`config.mk`:
```
export PLATFORM = sky130hd
export DESIGN_NAME = inst_encoder_loader
export DESIGN_NICKNAME = d
export VERILOG_FILES = /design/src/rtl/inst_encoder_loader.sv
export SDC_FILE = /design/constraint.sdc
export NUM_CORES = 1
export LEC_CHECK = 0
export BUFFER_PORTS_ARGS = -buffer_cell sky130_fd_sc_hd__buf_2
export CORE_AREA = 8 8 114 116
export DETAILED_ROUTE_END_ITERATION = 8
export DIE_AREA = 0 0 122 124
export GPL_TIMING_DRIVEN = 0
export SLEW_MARGIN = 10
export SYNTH_ARGS = -nofsm -noshare
export SYNTH_HDL_FRONTEND = slang
export SYNTH_SLANG_ARGS = --single-unit
```
`constraint.sdc`:
```
create_clock -name clk -period 6.2 [get_ports clk]
set_clock_uncertainty 0.05 [all_clocks]
set_input_delay 1.86 -clock clk [delete_from_list [all_inputs] [get_ports clk]]
set_output_delay 1.86 -clock clk [all_outputs]
set_load 0.1 [all_outputs]
```
`src/rtl/inst_encoder_loader.sv`:
```
// rtl/inst_encoder_loader.sv - encodes abstract MIPS instructions and streams them into instruction memory
module inst_encoder_loader #(
    parameter int AW    = 8,
    parameter int DEPTH = 256
) (
    input  logic          clk,
    input  logic          reset,
    input  logic          start,
    input  logic [AW-1:0] base_addr,
    input  logic          finish,
    input  logic          in_valid,
    output logic          in_ready,
    input  logic [4:0]    op,
    input  logic [4:0]    rs,
    input  logic [4:0]    rt,
    input  logic [4:0]    rd,
    input  logic [15:0]   imm,
    output logic          mem_we,
    output logic [AW-1:0] mem_addr,
    output logic [31:0]   mem_wdata,
    output logic [AW:0]   count,
    output logic          done,
    output logic          err
);

    typedef enum logic [1:0] {IDLE, LOAD, DONE} state_t;

    localparam logic [AW:0] DEPTH_W = (AW+1)'(DEPTH);

    state_t        state;
    logic [AW-1:0] baseReg;
    logic [5:0]    funct;
    logic [5:0]    opcode;
    logic          isR;
    logic          isI;
    logic          encLegal;
    logic [31:0]   encWord;
    logic          accept;

    assign in_ready = (state == LOAD) && (count < DEPTH_W);
    assign accept   = in_valid && in_ready;
    assign done     = (state == DONE);

    always_comb begin
        funct  = 6'h00;
        opcode = 6'h00;
        isR    = 1'b0;
        isI    = 1'b0;
        case (op)
            5'h01: begin isR = 1'b1; funct = 6'h20; end
            5'h02: begin isR = 1'b1; funct = 6'h21; end
            5'h03: begin isR = 1'b1; funct = 6'h22; end
            5'h04: begin isR = 1'b1; funct = 6'h23; end
            5'h05: begin isR = 1'b1; funct = 6'h24; end
            5'h06: begin isR = 1'b1; funct = 6'h25; end
            5'h07: begin isR = 1'b1; funct = 6'h26; end
            5'h08: begin isR = 1'b1; funct = 6'h27; end
            5'h09: begin isR = 1'b1; funct = 6'h2A; end
            5'h0A: begin isR = 1'b1; funct = 6'h2B; end
            5'h0B: begin isI = 1'b1; opcode = 6'h08; end
            5'h0C: begin isI = 1'b1; opcode = 6'h09; end
            5'h0D: begin isI = 1'b1; opcode = 6'h0A; end
            5'h0E: begin isI = 1'b1; opcode = 6'h0B; end
            5'h0F: begin isI = 1'b1; opcode = 6'h0C; end
            5'h10: begin isI = 1'b1; opcode = 6'h0D; end
            5'h11: begin isI = 1'b1; opcode = 6'h0E; end
            5'h12: begin isI = 1'b1; opcode = 6'h0F; end
            5'h13: begin isI = 1'b1; opcode = 6'h04; end
            5'h14: begin isI = 1'b1; opcode = 6'h05; end
            5'h15: begin isI = 1'b1; opcode = 6'h23; end
            5'h16: begin isI = 1'b1; opcode = 6'h2B; end
            default: ;
        endcase
    end

    // LUI (op 0x12) has no source register, so rs is forced to zero
    assign encLegal = isR || isI || (op == 5'h00);
    assign encWord  = isR ? {6'h00, rs, rt, rd, 5'h00, funct}
                    : isI ? {opcode, (op == 5'h12) ? 5'h00 : rs, rt, imm}
                    : 32'h0000_0000;

    always_ff @(posedge clk or posedge reset) begin
        if (reset) begin
            state     <= IDLE;
            baseReg   <= '0;
            count     <= '0;
            err       <= 1'b0;
            mem_we    <= 1'b0;
            mem_addr  <= '0;
            mem_wdata <= '0;
        end else begin
            mem_we <= 1'b0;
            case (state)
                IDLE, DONE: begin
                    if (start) begin
                        state   <= LOAD;
                        baseReg <= base_addr;
                        count   <= '0;
                        err     <= 1'b0;
                    end
                end
                LOAD: begin
                    if (accept && encLegal) begin
                        mem_we    <= 1'b1;
                        mem_addr  <= baseReg + count[AW-1:0];
                        mem_wdata <= encWord;
                        count     <= count + (AW+1)'(1);
                    end
                    if (accept && !encLegal)
                        err <= 1'b1;
                    // leaving LOAD on the same edge as the last write keeps that pulse intact
                    if (finish || (accept && encLegal && (count + (AW+1)'(1) == DEPTH_W)))
                        state <= DONE;
                end
                default: state <= IDLE;
            endcase
        end
    end

endmodule

```
==> metrics <==
status finished clean; Area after DPL approximately 3800 sq um; GRT Total Usage 12.86%; CP Launch Type register; vias in the first global route about 2900; Slew HR roughly half; number of gates resized after CTS 0; Slew Limit Fails 0; CTS max path bufs 2; area of the multi-input gates 1494 sq um; share of cells above drive strength 1 29.74%; IO Count 102; initial antenna violation count 0; RSZ-0062 raised after global routing false; CTS H-tree lvls 3; detailed-route DRC error count 0; R2R Setup Slk 4.04 ns; placed insts 581; cell area after synthesis 3153 sq um; Worst Hold Slack 0.4115 ns; Iter 0 DRT Violations 173; Setup crit start state[1]; Non-Filler Instances just under 600; detailed-route wire length per cell 16.16 microns; later-pin clock latency in the skew report 0.32 ns; Setup WS post-layout 2.552 ns; die area between 15000 and 20000 sq um; most frequent cells in the layout buf_2 (104), nand2_1 (71), dfrtp_1 (60), o21ai_0 (37), nor2_1 (26); Vias about 2900; Yosys cell types 59; antenna cells 0; die height 124 microns; clk root buf clkbuf_16; final period demand of the worst path around 3.6 ns; Seq. cell area ~1500 sq um; Crit path required time 4.29 ns; Worst Reg2Reg Path Length in Cells 8; most common cell after layout, fill and taps aside buf_2; EDFF count, synth 0; Worst Hold Class reg -> reg; Final period util between 50 and 60%; CORE AREA 11170 sq um; register clock-pin slew on the reported worst setup and hold paths ~0.050 ns; Via-to-Cell Ratio a little under 5; Synth Net Count 399; Tot Pwr 2.322 mW; CP max FO 8; first-pass GRT wire length 15150 microns; largest net degree at the start of global routing around 60; Critical Path Sink in_ready; Arrival @ worst endpoint ~1.7 ns; critical path class reg -> out; Area Overhead vs Synth 29.88%; Synth Register Bits 60; FMAX around 270 MHz; Final GP Congestion between 0.8 and 0.9; post-CTS setup repair buffer count 0; fin area 4095 sq um; CP max stage delay 0.47 ns; Initial Util 28.22%; Crit Reg-Reg Endpoint mem_addr[6]; worst r2r src count[0]; clock buffer count from CTS 9; DP Worst Slack 2.777 ns; slowest stage cell on the critical path buf_2; Mapped Cells 340; VDD IR max 0.2912 mV; sequential fraction of the synthesis area about 48%; # rows 39; final hold violation count 0; leakage 2.100 nW; crit path cell chain nand2b_1 -> clkbuf_1 -> nor2_1 -> buf_2; slew at the pin with the worst max-slew slack 0.7764 ns; Crit. End Element primary output; Pre-Repair DR Iteration Count 7; dpl hpwl 7341 microns; GRT Residual Overflow 0; CTS tree done; top_reg_cell synth dfrtp_1; Final Core Density 36.65%; PortBufs a little under 100; Fill cells 1165; DRT antenna net count 0; Syn. warnings 0; Max Cap Viol 0; final wirelength a little under 10000 microns; Final Setup Violations 0; clk sinks 60; syn avg cell area 9.274 sq um; Die W 122 microns; min-delay src mem_wdata[10]; Async S/R FF share, synth 100.0%; Power Density 567.0 nW/um^2; nets@finish 508; Setup TNS 0 ns; hold_buf cts 0
[synthesized netlist by cell type (all sizes together) (2+ instances only)]
master | n | area share [%]
clkbuf | 9 | 1.1
a221oi | 6 | 1.7
inv | 9 | 1.1
o21ai | 37 | 5.9
a221o | 2 | 0.63
or2 | 2 | 0.40
nand2b | 3 | 0.60
xor2 | 3 | 0.83
ha | 9 | 3.6
nor2b | 6 | 1.2
xnor2 | 2 | 0.56
nand2 | 71 | 8.5
a21o | 5 | 1.2
a21oi | 9 | 1.4
and3 | 3 | 0.60
dfrtp | 60 | 48
o41ai | 2 | 0.79
a22o | 11 | 3.1
buf | 12 | 2.9
o31a | 2 | 0.83
nor2 | 26 | 3.1
nor3 | 3 | 0.63
nand3 | 10 | 1.7
o21a | 3 | 0.71
o31ai | 5 | 1.2
a211oi | 3 | 0.71
and2 | 2 | 0.40
[layout make-up]
type | count | share of cell area, %
clock buffers | 11 | 5.927
plain buffers | 21 | 3.025
flip-flops and latches | 60 | 36.66
clock inverters | 5 | 0.6722
well taps | 143 | 4.369
inverters | 9 | 0.8860
repair buffers | 98 | 11.98
multi-input cells | 250 | 36.48
[worst min-delay path by stage]
stage	slack (ns)	cells after the start	end
2_1_floorplan	0.40	2	baseReg[0]
3_3_place_gp	0.40	2	mem_wdata[7]
3_5_place_dp	0.41	2	mem_wdata[4]
4_1_cts	0.42	2	mem_wdata[10]
5_1_grt	0.44	2	mem_wdata[10]
6_report	0.41	2	mem_wdata[10]
[metal layers]
layer	vias up	global-route usage [%]	routed length, microns
met5	-	0	0
met4	0	5.012	117
met3	8	4.034	446
met2	75	20.05	4660
met1	1380	16.32	4425
li1	1428	-	-
[sequential cells by signal, summed over array words and instances (netlist names)]
signal	count
baseReg	8
count	9
err	1
mem_addr	8
mem_wdata	31
mem_we	1
state	2
[cells by family (layout without fill, tap and decap cells)]
logic type | count (synthesis) | count (layout) | synth area share, %
AO/OA/AOI/OAI | 103 | 103 | 23.22
other | 1 | 1 | 0.1189
multiplexers | 1 | 1 | 0.3571
adder cells (fa/ha/maj) | 10 | 10 | 4.206
flip-flops | 60 | 60 | 47.62
XOR/XNOR | 5 | 5 | 1.389
AND/OR/NAND/NOR | 130 | 130 | 18.10
buffers and inverters | 30 | 144 | 5.000
[report_power, final]
group          switching [mW]  total [mW]  internal, mW
Clock                   0.171       0.449         0.278
Combinational            1.07        1.27         0.202
Sequential             0.0801       0.599         0.519
[critical path: cells and delay by family, from the launching register on]
| kind | cells | cell delay (ns) |
|---|---|---|
| buffers and inverters | 2 | 0.67 |
| and+or+nand+nor | 2 | 0.35 |
| DFF | 1 | 0.40 |
(Power assumes the default switching activity.)
